--- src/rtl/spi_tx_sequencer_pkg.sv ---
// Shared types for the SPI transmit sequencer: FSM states, grant encodings
// and the frame-level round-robin pick.
package spi_tx_sequencer_pkg;

    typedef enum logic [2:0] {
        IDLE,
        LOAD,
        XFER,
        GAP,
        HOLD
    } seq_state_e;

    localparam logic [1:0] GRANT_NONE = 2'b00;
    localparam logic [1:0] GRANT_CMD  = 2'b01;
    localparam logic [1:0] GRANT_DBG  = 2'b10;

    // On a tie the requester that did not own the previous frame wins.
    function automatic logic [1:0] rr_pick(input logic cmd_v, input logic dbg_v,
                                           input logic last_was_cmd);
        if (cmd_v && dbg_v) return last_was_cmd ? GRANT_DBG : GRANT_CMD;
        if (cmd_v)          return GRANT_CMD;
        if (dbg_v)          return GRANT_DBG;
        return GRANT_NONE;
    endfunction

endpackage

--- src/rtl/spi_tx_sequencer_if.sv ---
// Byte-stream requesters, destination readiness and spi_master hookup.
interface spi_tx_sequencer_if;
    logic       cmd_valid;
    logic       cmd_last;
    logic [7:0] cmd_data;
    logic       cmd_ready;
    logic       dbg_valid;
    logic       dbg_last;
    logic [7:0] dbg_data;
    logic       dbg_ready;
    logic       dest_ready;
    logic       spi_start;
    logic [7:0] spi_tdat;
    logic       spi_done;

    // master: the sequencer itself; slave: requesters plus spi_master side
    modport master (
        input  cmd_valid, cmd_last, cmd_data, dbg_valid, dbg_last, dbg_data,
        input  dest_ready, spi_done,
        output cmd_ready, dbg_ready, spi_start, spi_tdat
    );

    modport slave (
        output cmd_valid, cmd_last, cmd_data, dbg_valid, dbg_last, dbg_data,
        output dest_ready, spi_done,
        input  cmd_ready, dbg_ready, spi_start, spi_tdat
    );
endinterface

--- src/rtl/spi_tx_sequencer_tick_counter.sv ---
// Loadable down-counter with zero flag; stops at zero rather than wrapping.
module seq_tick_counter #(
    parameter int WIDTH = 10
) (
    input  logic             clk,
    input  logic             rst_n,
    input  logic             load,
    input  logic [WIDTH-1:0] load_val,
    input  logic             en,
    output logic [WIDTH-1:0] count,
    output logic             zero
);

    always_ff @(posedge clk or negedge rst_n) begin
        if (!rst_n)                 count <= '0;
        else if (load)              count <= load_val;
        else if (en && count != '0) count <= count - 1'b1;
    end

    assign zero = (count == '0);

endmodule

--- src/rtl/spi_tx_sequencer.sv ---
// Arbitrates two byte-stream requesters onto one spi_master, one atomic frame
// at a time, with inter-byte gap, done timeout and per-frame byte count.
module spi_tx_sequencer
    import spi_tx_sequencer_pkg::*;
#(
    parameter int GAP_TICKS     = 4,
    parameter int TIMEOUT_TICKS = 1024,
    parameter int COUNT_WIDTH   = 16
) (
    input  logic                   clk_in,
    input  logic                   rstb,
    spi_tx_sequencer_if.master     bus,
    output logic [1:0]             grant,
    output logic                   busy,
    output logic [COUNT_WIDTH-1:0] byte_count,
    output logic                   err_timeout,
    input  logic                   err_clr
);

    localparam int TICK_MAX = (TIMEOUT_TICKS > GAP_TICKS) ? TIMEOUT_TICKS : GAP_TICKS;
    localparam int TW       = $clog2(TICK_MAX + 1);
    // Counter holds N-1 on the first cycle of an N-cycle window.
    localparam logic [TW-1:0] TO_LOAD  = TW'(TIMEOUT_TICKS - 1);
    localparam logic [TW-1:0] GAP_LOAD = TW'((GAP_TICKS > 0) ? GAP_TICKS - 1 : 0);

    seq_state_e  state, state_nxt;
    logic        last_was_cmd;
    logic        last_q;
    logic        start_q;
    logic [7:0]  tdat_q;
    logic        done_q;
    logic        done_rise;
    logic [1:0]  pick;
    logic        granted_valid;

    logic        do_grant, do_load, byte_done, frame_end, timeout;
    logic        cnt_load, cnt_en, cnt_zero;
    logic [TW-1:0] cnt_val, cnt_count;

    seq_tick_counter #(.WIDTH(TW)) u_tick (
        .clk      (clk_in),
        .rst_n    (rstb),
        .load     (cnt_load),
        .load_val (cnt_val),
        .en       (cnt_en),
        .count    (cnt_count),
        .zero     (cnt_zero)
    );

    assign done_rise     = bus.spi_done & ~done_q;
    assign pick          = rr_pick(bus.cmd_valid, bus.dbg_valid, last_was_cmd);
    assign granted_valid = (grant == GRANT_CMD) ? bus.cmd_valid :
                           (grant == GRANT_DBG) ? bus.dbg_valid : 1'b0;
    assign cnt_en        = (state == XFER) || (state == GAP);

    always_ff @(posedge clk_in or negedge rstb) begin
        if (!rstb) state <= IDLE;
        else       state <= state_nxt;
    end

    always_comb begin
        state_nxt = state;
        do_grant  = 1'b0;
        do_load   = 1'b0;
        byte_done = 1'b0;
        frame_end = 1'b0;
        timeout   = 1'b0;
        cnt_load  = 1'b0;
        cnt_val   = TO_LOAD;
        case (state)
            IDLE: begin
                if (bus.dest_ready && pick != GRANT_NONE) begin
                    do_grant  = 1'b1;
                    state_nxt = LOAD;
                end
            end
            LOAD: begin
                do_load   = 1'b1;
                cnt_load  = 1'b1;
                cnt_val   = TO_LOAD;
                state_nxt = XFER;
            end
            XFER: begin
                if (done_rise) begin
                    byte_done = 1'b1;
                    if (GAP_TICKS == 0) begin
                        frame_end = last_q;
                        state_nxt = last_q ? IDLE : HOLD;
                    end else begin
                        cnt_load  = 1'b1;
                        cnt_val   = GAP_LOAD;
                        state_nxt = GAP;
                    end
                end else if (cnt_zero) begin
                    timeout   = 1'b1;
                    state_nxt = IDLE;
                end
            end
            GAP: begin
                if (cnt_zero) begin
                    frame_end = last_q;
                    state_nxt = last_q ? IDLE : HOLD;
                end
            end
            HOLD: begin
                // Frame is atomic: only the granted requester can continue it.
                if (granted_valid && bus.dest_ready) state_nxt = LOAD;
            end
            default: state_nxt = IDLE;
        endcase
    end

    always_ff @(posedge clk_in or negedge rstb) begin
        if (!rstb) begin
            grant        <= GRANT_NONE;
            last_was_cmd <= 1'b0;
            tdat_q       <= '0;
            last_q       <= 1'b0;
            start_q      <= 1'b0;
            done_q       <= 1'b0;
            byte_count   <= '0;
            err_timeout  <= 1'b0;
        end else begin
            if (do_grant) begin
                grant        <= pick;
                last_was_cmd <= (pick == GRANT_CMD);
            end else if (frame_end || timeout) begin
                grant <= GRANT_NONE;
            end

            if (do_load) begin
                tdat_q <= (grant == GRANT_DBG) ? bus.dbg_data : bus.cmd_data;
                last_q <= (grant == GRANT_DBG) ? bus.dbg_last : bus.cmd_last;
            end

            start_q <= do_load;
            done_q  <= bus.spi_done;

            if (frame_end || timeout)
                byte_count <= '0;
            else if (byte_done && byte_count != '1)
                byte_count <= byte_count + 1'b1;

            if (timeout)      err_timeout <= 1'b1;
            else if (err_clr) err_timeout <= 1'b0;
        end
    end

    assign bus.cmd_ready = (state == LOAD) && (grant == GRANT_CMD);
    assign bus.dbg_ready = (state == LOAD) && (grant == GRANT_DBG);
    assign bus.spi_start = start_q;
    assign bus.spi_tdat  = tdat_q;
    assign busy          = (state != IDLE);

endmodule
--- src/flat_wrapper.sv ---
// flat-port wrapper written by rule: the top's interface ports become plain ports
module spi_tx_sequencer_flat import spi_tx_sequencer_pkg::*;
#(
    parameter int GAP_TICKS     = 4,
    parameter int TIMEOUT_TICKS = 1024,
    parameter int COUNT_WIDTH   = 16
)
  (clk_in, rstb, grant, busy, byte_count, err_timeout, err_clr, bus_cmd_valid, bus_cmd_last, bus_cmd_data, bus_dbg_valid, bus_dbg_last, bus_dbg_data, bus_dest_ready, bus_spi_done, bus_cmd_ready, bus_dbg_ready, bus_spi_start, bus_spi_tdat);
  spi_tx_sequencer_if bus_i ();
  input  logic clk_in;
  input  logic rstb;
  output logic [1:0] grant;
  output logic busy;
  output logic [COUNT_WIDTH-1:0] byte_count;
  output logic err_timeout;
  input  logic err_clr;
  input wire logic [$bits(bus_i.cmd_valid)-1:0] bus_cmd_valid;
  input wire logic [$bits(bus_i.cmd_last)-1:0] bus_cmd_last;
  input wire logic [$bits(bus_i.cmd_data)-1:0] bus_cmd_data;
  input wire logic [$bits(bus_i.dbg_valid)-1:0] bus_dbg_valid;
  input wire logic [$bits(bus_i.dbg_last)-1:0] bus_dbg_last;
  input wire logic [$bits(bus_i.dbg_data)-1:0] bus_dbg_data;
  input wire logic [$bits(bus_i.dest_ready)-1:0] bus_dest_ready;
  input wire logic [$bits(bus_i.spi_done)-1:0] bus_spi_done;
  output wire logic [$bits(bus_i.cmd_ready)-1:0] bus_cmd_ready;
  output wire logic [$bits(bus_i.dbg_ready)-1:0] bus_dbg_ready;
  output wire logic [$bits(bus_i.spi_start)-1:0] bus_spi_start;
  output wire logic [$bits(bus_i.spi_tdat)-1:0] bus_spi_tdat;
  assign bus_i.cmd_valid = bus_cmd_valid;
  assign bus_i.cmd_last = bus_cmd_last;
  assign bus_i.cmd_data = bus_cmd_data;
  assign bus_i.dbg_valid = bus_dbg_valid;
  assign bus_i.dbg_last = bus_dbg_last;
  assign bus_i.dbg_data = bus_dbg_data;
  assign bus_i.dest_ready = bus_dest_ready;
  assign bus_i.spi_done = bus_spi_done;
  assign bus_cmd_ready = bus_i.cmd_ready;
  assign bus_dbg_ready = bus_i.dbg_ready;
  assign bus_spi_start = bus_i.spi_start;
  assign bus_spi_tdat = bus_i.spi_tdat;
  spi_tx_sequencer #(.GAP_TICKS(GAP_TICKS), .TIMEOUT_TICKS(TIMEOUT_TICKS), .COUNT_WIDTH(COUNT_WIDTH)) u_core (.clk_in(clk_in), .rstb(rstb), .bus(bus_i), .grant(grant), .busy(busy), .byte_count(byte_count), .err_timeout(err_timeout), .err_clr(err_clr));
endmodule
--- config.mk ---
export PLATFORM = sky130hd
export DESIGN_NAME = spi_tx_sequencer_flat
export DESIGN_NICKNAME = d
export VERILOG_FILES = /design/src/rtl/spi_tx_sequencer_pkg.sv /design/src/rtl/spi_tx_sequencer_if.sv /design/src/rtl/spi_tx_sequencer_tick_counter.sv /design/src/rtl/spi_tx_sequencer.sv /design/src/flat_wrapper.sv
export SDC_FILE = /design/constraint.sdc
export NUM_CORES = 1
export LEC_CHECK = 0
export ABC_AREA = 1
export CAP_MARGIN = 30
export CORE_AREA = 2 2 78 80
export CTS_BUF_LIST = sky130_fd_sc_hd__clkbuf_8
export DETAILED_ROUTE_END_ITERATION = 7
export DIE_AREA = 0 0 80 82
export PLACE_DENSITY = 0.85
export SETUP_SLACK_MARGIN = 0.1
export SLEW_MARGIN = 15
export SYNTH_ARGS = -nofsm -noshare
export SYNTH_HDL_FRONTEND = slang
export SYNTH_SLANG_ARGS = --single-unit
export TNS_END_PERCENT = 1
--- constraint.sdc ---
create_clock -name clk_in -period 1.55 [get_ports clk_in]
set_input_delay 0.31 -clock clk_in [delete_from_list [all_inputs] [get_ports clk_in]]
set_output_delay 0.31 -clock clk_in [all_outputs]
set_load 0.01 [all_outputs]
==> metrics.md <==
| Metric | Value |
|---|---|
| Crit path from | u_core.state[2]$_DFFE_PN0P_ |
| Number of distinct library cells after synthesis | 28 |
| Die Y | 82 um |
| Int Pwr | 3.64 mW |
| N_diodes | 0 |
| Comb power frac | about three fifths |
| Post-Syn Area | 0.00267 mm^2 |
| Final hold vios | 0 |
| Drt total wl | around 8000 um |
| Critical path class | reg -> out |
| CP max stage delay | 410 ps |
| Chip width | 80 um |
| GRT overflow | 0 |
| Hold crit path type | in -> reg |
| Critical path endpoint category | output port |
| Worst-case clock skew | 8.74 ps |
| Worst path required time | 1240 ps |
| Sw Ratio | 44.7% |
| Leak | 1.95 nW |
| Worst-path clk slew | 90 ps |
| Overall power | 6.58 mW |
| Vias in the first global route | 2869 |
| Worst-Skew Late Latency | ~300 ps |
| Core area | 0.00575 mm^2 |
| Finished layout cell area | 0.00401 mm^2 |
| Clk buf depth | 2 |
| Final net count | 525 |
| Gate Count Post-Synth | 382 |
| Pre-CTS setup slack | -342 ps |
| Minimum clock period | between 1500 and 2000 ps |
| # clock sinks | 45 |
| Clock buffer count from CTS | 5 |
| Largest net degree at the start of global routing | 46 |
| Hold Slack | 474 ps |
| Syn Area/Cell | about 7 um^2 |
| CP startpoint kind | flop |
| Most common cell after layout, fill and taps aside | nand2_1 |
| Slew headroom | 82.1% |
| Area occupied by multi-input gates | 0.00153 mm^2 |
| Placed instance area | ~0.0037 mm^2 |
| Status | finished with violations |
| CP Max Fanout | 4 |
| Commonest cells after routing, fill and taps aside | 100 x nand2_1, 51 x nor2_1, 48 x buf_4, 45 x dfrtp_1, 31 x inv_1 |
| Fill cells | about 470 |
| Critical-path top delay cell | dfrtp_1 |
| Placer Congestion | 0.874 |
| RSZ-0062 raised after global routing | true |
| Syn Nets | 410 |
| Seq/Total Area, Yosys | 42.2% |
| H-tree depth | 2 |
| Register area | around 0.0011 mm^2 |
| DIE AREA | 0.00656 mm^2 |
| Via/cell ratio | roughly 5.3 |
| Post-route ant nets | 0 |
| CTS tree | yes |
| Buf/Inv on CP | 3 |
| Synth warn | 0 |
| Flop pwr share | 29.1% |
| Initial antenna violation count | 0 |
| First-pass GRT wire length | 12600 um |
| PD cells | 1640 mW/mm^2 |
| Register bit total from synthesis | between 40 and 50 |
| FF-to-FF End | u_core.byte_count[11]$_DFFE_PN0P_ |
| Initial DRC Count | 196 |
| Clock network power share | 11.1% |
| Clk root buf | clkbuf_8 |
| Endpoints failing setup | 9 |
| Initial Util | between 40% and 50% |
| Wire per inst | 14.0 um |
| Total GRT Usage | 24.5% |
| Tightest Pin Transition | roughly 270 ps |
| Slew Limit Fails | 0 |
| # IOs | 56 |
| Post-DP HPWL | 5390 um |
| Psw | between 2 and 3 mW |
| Maximum capacitance violations | 0 |
| Drt drc | 0 |
| R2R depth | 10 |
| R2R Setup Slk | -40 ps |
| Layout cells sized above 1 | 25.3% |
| Std cell rows | 28 |
| Port Buffers | 55 |
| Via count | 3041 |
| Delay-heaviest family, CP | flip-flops |
| Period utilisation layout | 106% |
| First-pass detailed-route iteration total | 5 |
| Area grow syn2layout | 50.2% |
| TNS Setup | -284 ps |
| Worst Setup EP | bus_cmd_ready |
| Peak VDD IR | roughly 0.00087 V |
| Worst R2R Start | u_core.byte_count[1]$_DFFE_PN0P_ |
| Critical path, cell by cell | inv_2 > nand2_2 > nor2_4 > inv_2 > nor2_2 > buf_2 |
| Worst Setup Slack, final | -99.5 ps |
| CP arrival | 1340 ps |
| Critical Path Stages | 6 |
| CP most frequent cell | inv_2 |
| Max Clock Freq | 0.606 GHz |
| Failing checks | setup timing |
-- through the flow --
| stage | utilization (%) | cells |
|---|---|---|
| 2_1_floorplan | - | 382 |
| 3_3_place_gp | 64.8 | 560 |
| 3_5_place_dp | 64.8 | 560 |
| 4_1_cts | 68.1 | 570 |
| 5_1_grt | 69.8 | 573 |
| 6_report | 69.8 | 573 |
-- worst min path at each step --
stage / from / to / slack [ps] / cells after the start
final: bus_spi_done / u_core.done_q$_DFF_PN0_ / 470 / 1
after global routing: bus_spi_done / u_core.done_q$_DFF_PN0_ / 470 / 1
after CTS: bus_spi_done / u_core.done_q$_DFF_PN0_ / 470 / 1
after detailed placement: rstb / u_core.byte_count[11]$_DFFE_PN0P_ / 310 / 2
after global placement: rstb / u_core.byte_count[11]$_DFFE_PN0P_ / 310 / 2
after floorplan: rstb / u_core.bus.spi_start$_DFF_PN0_ / 10 / 0
-- cell type report --
| class | instances | share of cell area (%) |
|---|---|---|
| clock inverters | 3 | 0.437 |
| repair buffers | 114 | 25.2 |
| well taps | 75 | 2.34 |
| flip-flops and latches | 45 | 28.1 |
| inverters | 41 | 3.93 |
| multi-input cells | 290 | 38.3 |
| clock buffers | 5 | 1.72 |
-- power by group through the flow --
stage / Clock (mW) / Sequential, mW / Combinational (mW)
3_3_place_gp: 0 / 1.88 / 3.38
6_report: 0.734 / 1.91 / 3.94
3_5_place_dp: 0 / 1.91 / 3.48
5_1_grt: 0.801 / 1.95 / 4.30
2_1_floorplan: 0 / 2.05 / 1.68
4_1_cts: 0.741 / 1.89 / 3.65
-- cell usage after synthesis --
| cell type | n | area (um^2) |
|---|---|---|
| nand2_1 | 110 | 413 |
| nor2_1 | 64 | 240 |
| dfrtp_1 | 45 | 1130 |
| inv_1 | 38 | 143 |
| nand3_1 | 33 | 165 |
| o21ai_0 | 30 | 150 |
| o21ai_1 | 11 | 55.1 |
| a21oi_1 | 6 | 30.0 |
| nand4_1 | 6 | 37.5 |
| buf_2 | 4 | 20.0 |
| nand2_2 | 4 | 25.0 |
| ha_1 | 3 | 37.5 |
| nor2_2 | 3 | 18.8 |
| nor2_4 | 3 | 33.8 |
| nor3_1 | 3 | 15.0 |
| o21bai_1 | 3 | 22.5 |
| xor2_1 | 3 | 26.3 |
| clkbuf_1 | 2 | 7.51 |
| nor2_8 | 2 | 40.0 |
| a21o_1 | 1 | 7.51 |
| buf_6 | 1 | 11.3 |
| clkinv_1 | 1 | 3.75 |
| inv_2 | 1 | 3.75 |
| inv_4 | 1 | 6.26 |
| nand3b_1 | 1 | 7.51 |
| o211ai_1 | 1 | 7.51 |
| o22ai_1 | 1 | 6.26 |
| xnor2_1 | 1 | 8.76 |
-- registers in the layout, indices dropped and copies added (netlist names), 2 cells and up --
| signal | cells |
|---|---|
| u_core.u_tick.count | 11 |
| u_core.grant | 2 |
| u_core.byte_count | 16 |
| u_core.bus.spi_tdat | 8 |
| u_core.state | 3 |
-- kinds of logic after synthesis --
kind of cell | count (synthesis) | synth area share, %
simple gates | 229 | 37.3
compound gates | 53 | 10.5
buf+inv | 48 | 7.31
flops | 45 | 42.2
xor+xnor | 4 | 1.31
fa+ha+maj | 3 | 1.41
-- per-layer routing --
metal | vias up | share of wire [%] | track usage [%]
li1 | 1446 | - | -
met1 | 1429 | 39 | 28.0
met2 | 154 | 53 | 46.3
met3 | 12 | 7.4 | 5.49
met4 | 0 | 1.4 | 5.93
met5 | - | 0 | 0
-- timing repair --
action / 4_1_cts / 5_1_grt
resized for setup: 80 / 29
hold buffers: 1 / 0
pin swaps: 10 / 11
gates cloned: 0 / 1
setup buffers: 1 / 2
hold endpoints to repair: 45 / 0
endpoints found under the setup margin: 60 / 47
No activity file was read; power rests on OpenSTA's default activity.
